==> config.mk <==
export PLATFORM = sky130hd
export DESIGN_NAME = boss_fight_hp_ctrl
export DESIGN_NICKNAME = d
export VERILOG_FILES = /design/src/rtl/boss_fight_hp_ctrl.sv
export SDC_FILE = /design/constraint.sdc
export NUM_CORES = 1
export LEC_CHECK = 0
export BUFFER_PORTS_ARGS = -buffer_cell sky130_fd_sc_hd__buf_2
export CORE_MARGIN = 4
export CORE_UTILIZATION = 35
export DETAILED_ROUTE_END_ITERATION = 8
export MAX_ROUTING_LAYER = met4
export SLEW_MARGIN = 20
export SYNTH_ARGS = -nofsm -noshare
export SYNTH_HDL_FRONTEND = slang
export SYNTH_SLANG_ARGS = --single-unit
==> constraint.sdc <==
create_clock -name clk -period 3.4 [get_ports clk]
set_input_delay 0 -clock clk [delete_from_list [all_inputs] [get_ports clk]]
set_output_delay 0 -clock clk [all_outputs]
set_load 0.01 [all_outputs]
==> src/rtl/boss_fight_hp_ctrl.sv <==
// Boss/player HP owner and round sequencer with a round-robin boss-hit arbiter.
// Define BOSS_HP_INVULN_EN to build the player invulnerability window.
module boss_fight_hp_ctrl #(
  parameter int unsigned BOSS_HP_INIT   = 1000,
  parameter int unsigned PLAYER_HP_INIT = 3,
  parameter int unsigned BULLET_DMG     = 10,
  parameter int unsigned INVULN_CYCLES  = 25000000
) (
  input  logic       clk,
  input  logic       rst,
  input  logic       start,
  input  logic [3:0] boss_hit_req,
  output logic [3:0] boss_hit_gnt,
  input  logic       player_hit_req,
  output logic       player_hit_ack,
  output logic [9:0] bossHP,
  output logic [1:0] playerHP,
  output logic       invuln,
  output logic       round_active
);

  if (BOSS_HP_INIT > 1023) begin : g_bad_boss
    $error("BOSS_HP_INIT must fit in 10 bits");
  end
  if (PLAYER_HP_INIT < 1 || PLAYER_HP_INIT > 3) begin : g_bad_player
    $error("PLAYER_HP_INIT must be 1..3");
  end
  if (BULLET_DMG < 1 || BULLET_DMG > 1023) begin : g_bad_dmg
    $error("BULLET_DMG must be 1..1023");
  end
  if (INVULN_CYCLES < 1) begin : g_bad_inv
    $error("INVULN_CYCLES must be >= 1");
  end

  localparam logic [9:0] BOSS_INIT = 10'(BOSS_HP_INIT);
  localparam logic [1:0] PLAY_INIT = 2'(PLAYER_HP_INIT);
  localparam logic [9:0] DMG       = 10'(BULLET_DMG);

  typedef enum logic [1:0] {
    IDLE = 2'd0,
    PLAY = 2'd1,
    OVER = 2'd2
  } state_t;

  state_t     state, state_n;
  logic [1:0] ptr, ptr_n, idx;
  logic [9:0] boss_n;
  logic [1:0] player_n;
  logic       hit_ok;

  assign player_hit_ack = player_hit_req;

  // Search from ptr upward; first requester wins
  always_comb begin
    boss_hit_gnt = '0;
    ptr_n        = ptr;
    idx          = '0;
    for (int i = 0; i < 4; i++) begin
      idx = ptr + i[1:0];
      if (boss_hit_req[idx] && boss_hit_gnt == 4'd0) begin
        boss_hit_gnt[idx] = 1'b1;
        ptr_n             = idx + 2'd1;
      end
    end
  end

`ifdef BOSS_HP_INVULN_EN
  assign hit_ok = player_hit_req && !invuln;
`else
  assign hit_ok = player_hit_req;
`endif

  always_comb begin
    state_n  = state;
    boss_n   = bossHP;
    player_n = playerHP;
    unique case (state)
      IDLE: begin
        boss_n   = BOSS_INIT;
        player_n = PLAY_INIT;
        if (start) state_n = PLAY;
      end
      PLAY: begin
        if (|boss_hit_gnt)
          boss_n = (bossHP <= DMG) ? 10'd0 : bossHP - DMG;
        if (hit_ok)
          player_n = (playerHP == 2'd0) ? 2'd0 : playerHP - 2'd1;
        if (boss_n == 10'd0 || player_n == 2'd0)
          state_n = OVER;
      end
      OVER: begin
        if (start) begin
          boss_n   = BOSS_INIT;
          player_n = PLAY_INIT;
          state_n  = PLAY;
        end
      end
      default: state_n = IDLE;
    endcase
  end

  always_ff @(posedge clk) begin
    if (rst) begin
      state        <= IDLE;
      ptr          <= '0;
      bossHP       <= BOSS_INIT;
      playerHP     <= PLAY_INIT;
      round_active <= 1'b0;
    end else begin
      state        <= state_n;
      ptr          <= ptr_n;
      bossHP       <= boss_n;
      playerHP     <= player_n;
      round_active <= (state_n == PLAY);
    end
  end

`ifdef BOSS_HP_INVULN_EN
  localparam int unsigned CW = $clog2(INVULN_CYCLES + 1);
  localparam logic [CW-1:0] CNT_LOAD = CW'(INVULN_CYCLES - 1);

  logic [CW-1:0] cnt, cnt_n;
  logic          invuln_n;

  // Window ends on the edge where the counter has run down to 0
  always_comb begin
    invuln_n = invuln;
    cnt_n    = cnt;
    if (invuln) begin
      if (cnt == '0) invuln_n = 1'b0;
      else           cnt_n    = cnt - 1'b1;
    end
    if (state == IDLE || (state == OVER && start)) begin
      invuln_n = 1'b0;
      cnt_n    = '0;
    end else if (state == PLAY && hit_ok) begin
      invuln_n = 1'b1;
      cnt_n    = CNT_LOAD;
    end
  end

  always_ff @(posedge clk) begin
    if (rst) begin
      invuln <= 1'b0;
      cnt    <= '0;
    end else begin
      invuln <= invuln_n;
      cnt    <= cnt_n;
    end
  end
`else
  assign invuln = 1'b0;
`endif

endmodule

# Yosys cells after proc, flatten, opt, wreduce, memory -nomap -nowiden
# Cells that the tools add are included.
[op_classes]
n_mux = 37
addsub = 8
n_eq_ne = 4
n_reduce_logical = 20
order_cmp = 9
bitwise = 3
[op_table]
columns = ["op", "count"]
rows = [
  ["2-to-1 mux 10 bit", 4],
  ["one-hot mux 10 bit (3 select lines)", 1],
  ["2-to-1 mux 2 bit", 10],
  ["2-to-1 mux 4 bit", 4],
  ["logical NOT 4 bit", 3],
  ["< comparator 2 x 3 -> 1 bit (second input constant)", 4],
  ["OR 4 bit", 3],
  ["<= comparator 10 x 4 -> 1 bit (second input constant)", 1],
  ["logical NOT 10 bit", 1],
  ["subtractor 10 x 4 -> 10 bit (second input constant)", 1],
  ["adder 2 x 1 -> 2 bit (second input constant)", 4],
  ["binary-select mux 1 bit (select 2 bit)", 4],
  ["demux 1 bit (select 2 bit)", 4],
  [">= comparator 2 x 1 -> 1 bit (second input constant)", 4],
  ["2-to-1 mux 1 bit", 8],
  ["logical AND 1 bit", 7],
  ["logical NOT 2 bit", 3],
  ["one-hot mux 2 bit (3 select lines)", 1],
  ["adder 2 bit (second input constant)", 2],
  ["equality test 2 x 1 -> 1 bit (second input constant)", 2],
  ["one-hot mux 2 bit (2 select lines)", 1],
  ["nonzero test 4 bit", 1],
  ["OR reduction 4 bit", 1],
  ["nonzero test 3 bit", 1],
  ["other kinds (6)", 6],
]
[word_totals]
reg_bits = 17
output_inout_bits = 19
word_cells = 86
input_bits = 8

# Longest topological paths before layout
[depth]
depth_word = 22
mapped_depth = 10
mapped_depth_nobuf = 8

# Worst setup path after synthesis
# OpenSTA, ideal clock, no wires.
[synth_path]
path_type = "reg-to-reg"
startpoint = "register ptr[0]"
endpoint = "register state[1]"
path_slack_ns = 0.833
arrival_time_ns = 2.447
setup_ns = 0.120
required_ns = 3.280
n_path_buf = 2
path_stages_with_launch = 11
synth_period_minus_slack_ns = 2.567
cell_sequence = "dfxtp_1 buf_2 inv_1 ha_1 nor4_2 o221a_2 buf_4 a211oi_2 o32ai_1 nor4_2 a211o_1"
[synth_via]
elab_chain_cells = 21
word_cells_on_any_way = 51
classes_between = "3 x add/sub; 8 x order compare; 24 x mux; 3 x bitwise; 13 x reduce/logical"
[synth_lines]
columns = ["item", "line", "text"]
rows = [
  ["start: declaration", "46", "logic [1:0] ptr, ptr_n, idx;"],
  ["start signal: assignment", "111", "ptr <= ptr_n;"],
  ["parallel branches: the longest is 13 deep, another holds < comparator 2 x 3 -> 1 bit", "-", ""],
  ["2-to-1 mux 4 bit (*)", "60", "if (boss_hit_req[idx] && boss_hit_gnt == 4'd0) begin"],
  ["OR reduction 4 bit (*)", "84", "if (|boss_hit_gnt)"],
  ["2-to-1 mux 10 bit (*)", "84", ""],
  ["2-to-1 mux 10 bit (*)", "77", "unique case (state)"],
  ["logical NOT 10 bit (*)", "88", "if (boss_n == 10'd0 || player_n == 2'd0)"],
  ["logical OR 1 bit (*)", "88", ""],
  ["2-to-1 mux 2 bit (*)", "88", ""],
  ["one-hot mux 2 bit (2 select lines) (*)", "77", ""],
  ["end signal: assignment", "110", "state <= state_n;"],
  ["end: declaration", "45", "state_t state, state_n;"],
]
# Mark *: on every way between the ends. The select of a mux whose other input is x is not followed.
# A chain may end at the register's enable or synchronous reset.

# Worst setup path after layout
[layout_path]
startpoint = "register ptr[1]"
endpoint = "output boss_hit_gnt[3]"
[layout_via]
elab_chain_cells = 14
word_cells_on_any_way = 44
classes_between = "3 x add/sub; 8 x order compare; 20 x mux; 3 x bitwise; 10 x reduce/logical"
[layout_lines]
columns = ["item", "line", "text"]
rows = [
  ["parallel branches: the longest is 13 deep, another holds < comparator 2 x 3 -> 1 bit", "-", ""],
  ["2-to-1 mux 4 bit (*)", "60", ""],
  ["end: declaration", "13", "output logic [3:0] boss_hit_gnt,"],
]
# Marked as above.

==> results.sh <==
export IMPL_via_per_inst=6.04
export IMPL_status="completed"
export IMPL_vias=1577
export IMPL_crit_arrival_ps=2710
export IMPL_synth_edf_count=0
export IMPL_start_util_pct=36.1
export IMPL_drive_above_1_share_pct=22.0
export IMPL_ys_flop_type="dfxtp_1"
export IMPL_io_pins=27
export IMPL_yosys_warnings=0
export IMPL_avgSynthCellArea_sq_um=8.22
export IMPL_grt_overflow_total=0
export IMPL_die_h_um=74.8
export IMPL_synth_area_sq_um=1560
export IMPL_fillers=461
export IMPL_drc=0
export IMPL_yosysMostFrequentCell="nand2_1"
export IMPL_drv_slew=0
export IMPL_grt_use_total_pct=15.9
export IMPL_insertion_delay_ps=250
export IMPL_hpwlAfterDp_um=3000
export IMPL_fmax_mhz=369
export IMPL_multi_input_area_sq_um=1120
export IMPL_ant_nets=0
export IMPL_synth_top_area_cell="dfxtp_1"
export IMPL_maxSlewHeadroom_pct=58.7
export IMPL_cts_tree="yes"
export IMPL_grt_antenna_before_repair=0
export IMPL_dieArea_sq_um=5590
export IMPL_synth_seq_cells=17
export IMPL_grt_max_degree=13
export IMPL_regArea_sq_um=340
export IMPL_fp_coreArea_sq_um=4320
export IMPL_nets=227
export IMPL_syn_nets=207
export IMPL_place_congestion=0.815
export IMPL_syn_inst=190
export IMPL_cts_root_buffer="clkbuf_8"
export IMPL_cts_buffer_depth=2
export IMPL_syn2layout_area_growth_pct=10.7
export IMPL_synth_common_cells="nand2_1, dfxtp_1, nor2_1, o21ai_0, a21oi_1"
export IMPL_drt_iter0_markers=141
export IMPL_n_antenna_cell=0
export IMPL_fp_row_count=24
export IMPL_synthTopCellsByArea="dfxtp_1, ha_1, mux4_2"
export IMPL_peakVddDrop_uv=243
export IMPL_cts_repair_resize_count=0
export IMPL_cap_violations=0
export IMPL_yosysTopAreaCellShare_pct=21.8
export IMPL_max_slew_worst_pin_slew_ps=617
export IMPL_hold_viol=0
export IMPL_rsz0062_at_grt="no"
export IMPL_hp_class="in2reg"
export IMPL_io_buffer_count=25
export IMPL_crit_path_start_kind="flip-flop"
export IMPL_grt_pass1_wl_um=6900
export IMPL_dr_pass1_iters=5
export IMPL_cts_sinks=17
export IMPL_async_flop_share_pct=0
export IMPL_power_leakage_nw=0.686
export IMPL_post_cts_buffers=0
export IMPL_powerDensity_nw_per_um2=690
export IMPL_clk_pin_slew_worst_paths_ps=70
export IMPL_grt_pass1_vias=1511
export IMPL_timing_hold_ws_ps=54.0
export IMPL_cp_data_required_time_ps=3400
export IMPL_synth_cell_types=62
export IMPL_crit_type="reg2out"
export IMPL_cp_max_fo=7
export IMPL_fin_crit_ps=2710
export IMPL_htree_num_levels=1
export IMPL_synth_seq_area_share_pct=21.8
export IMPL_setup_viol_count_final=0
export IMPL_cts_hold_buffers_added=0
export IMPL_cts_buffers=3
export IMPL_die_w_um=74.8
export IMPL_wl_per_cell_um=15.3
export IMPL_drt_wl_total_um=3980
export IMPL_skew_ps=3.22
export IMPL_fin_setup_tns_ps=0
export IMPL_min_period_over_period_pct=79.8
export IMPL_end_kind="output pin"
==> critical path, cell delays in order, from the launching register on <==
cell and delay (ps):
dfxtp_1 480, inv_1 170, ha_1 410, mux4_2 610, nand2b_1 120, and3_1 290
a222oi_1 140, o21ai_0 90, buf_2 150
==> worst paths after layout <==
check                           depth (start not counted)   startpoint  slack, ps               to
worst max-delay path                                    8       ptr[1]        690  boss_hit_gnt[3]
worst min-delay path                                    2          rst         50           ptr[0]
worst max register to register                          8       ptr[1]        760     round_active
worst min register to register                          2  playerHP[0]        490      playerHP[0]
==> per-stage QoR <==
stage          instances  utilization, %  area (sq um)  power (mW)  worst slack [ps]
2_1_floorplan        190               -          1560       0.878               833
5_1_grt              261            40.0          1730        1.30               463
6_report             261            40.0          1730        1.19               687
3_3_place_gp         257            38.9          1680        1.03               804
4_1_cts              261            40.0          1730        1.19               701
3_5_place_dp         257            38.9          1680        1.03               769
==> cell usage in the layout (no fill, tap or decap), types with 3 or more instances in the layout <==
| cell | count |
|---|---|
| a21oi_1 | 10 |
| a222oi_1 | 3 |
| and2_1 | 3 |
| buf_2 | 25 |
| clkbuf_8 | 3 |
| dfxtp_1 | 17 |
| ha_1 | 9 |
| inv_1 | 6 |
| mux4_2 | 4 |
| nand2_1 | 19 |
| nand2b_1 | 5 |
| nand3_1 | 5 |
| nor2_1 | 15 |
| nor3_1 | 5 |
| nor4_1 | 4 |
| o21ai_0 | 14 |
| o22ai_1 | 3 |
| o311ai_0 | 3 |
| o31ai_1 | 3 |
==> flip-flops by register name (all words and copies together), names as in the netlist <==
register	flops
ptr	2
bossHP	10
round_active	1
playerHP	2
state	2
==> per-layer routing <==
layer	vias to the layer above	wire, um	global-route usage, %	share of wire, %
met3	6	220	3.74	5.5
met4	0	30	4.15	0.75
met2	55	1910	25.7	48
met5	-	0	-	0
li1	772	-	-	-
met1	744	1820	20.0	46
==> where the power goes <==
part	switching, mW	total (mW)	internal [mW]
clock network	0.0733	0.155	0.0814
logic	0.458	0.781	0.324
registers	0.0343	0.256	0.222
total	0.565	1.19	0.627
==> cells by family (layout without fill, tap and decap cells) <==
group,after synthesis,after routing,synth area share [%]
fa+ha+maj,9,9,7.21
simple gates,75,75,26.8
flops,17,17,21.8
xor+xnor,1,1,0.561
buf+inv,17,36,6.41
mux,6,6,7.13
compound gates,64,64,29.9
other cells,1,1,0.240
==> layout make-up <==
cell class	instances	share of cell area [%]
repair buffers	26	7.68
clock buffers	3	2.39
multi-input cells	156	64.9
well taps	52	3.77
inverters	6	1.30
clock inverters	1	0.290
flip-flops and latches	17	19.7
(Power assumes the default switching activity.)
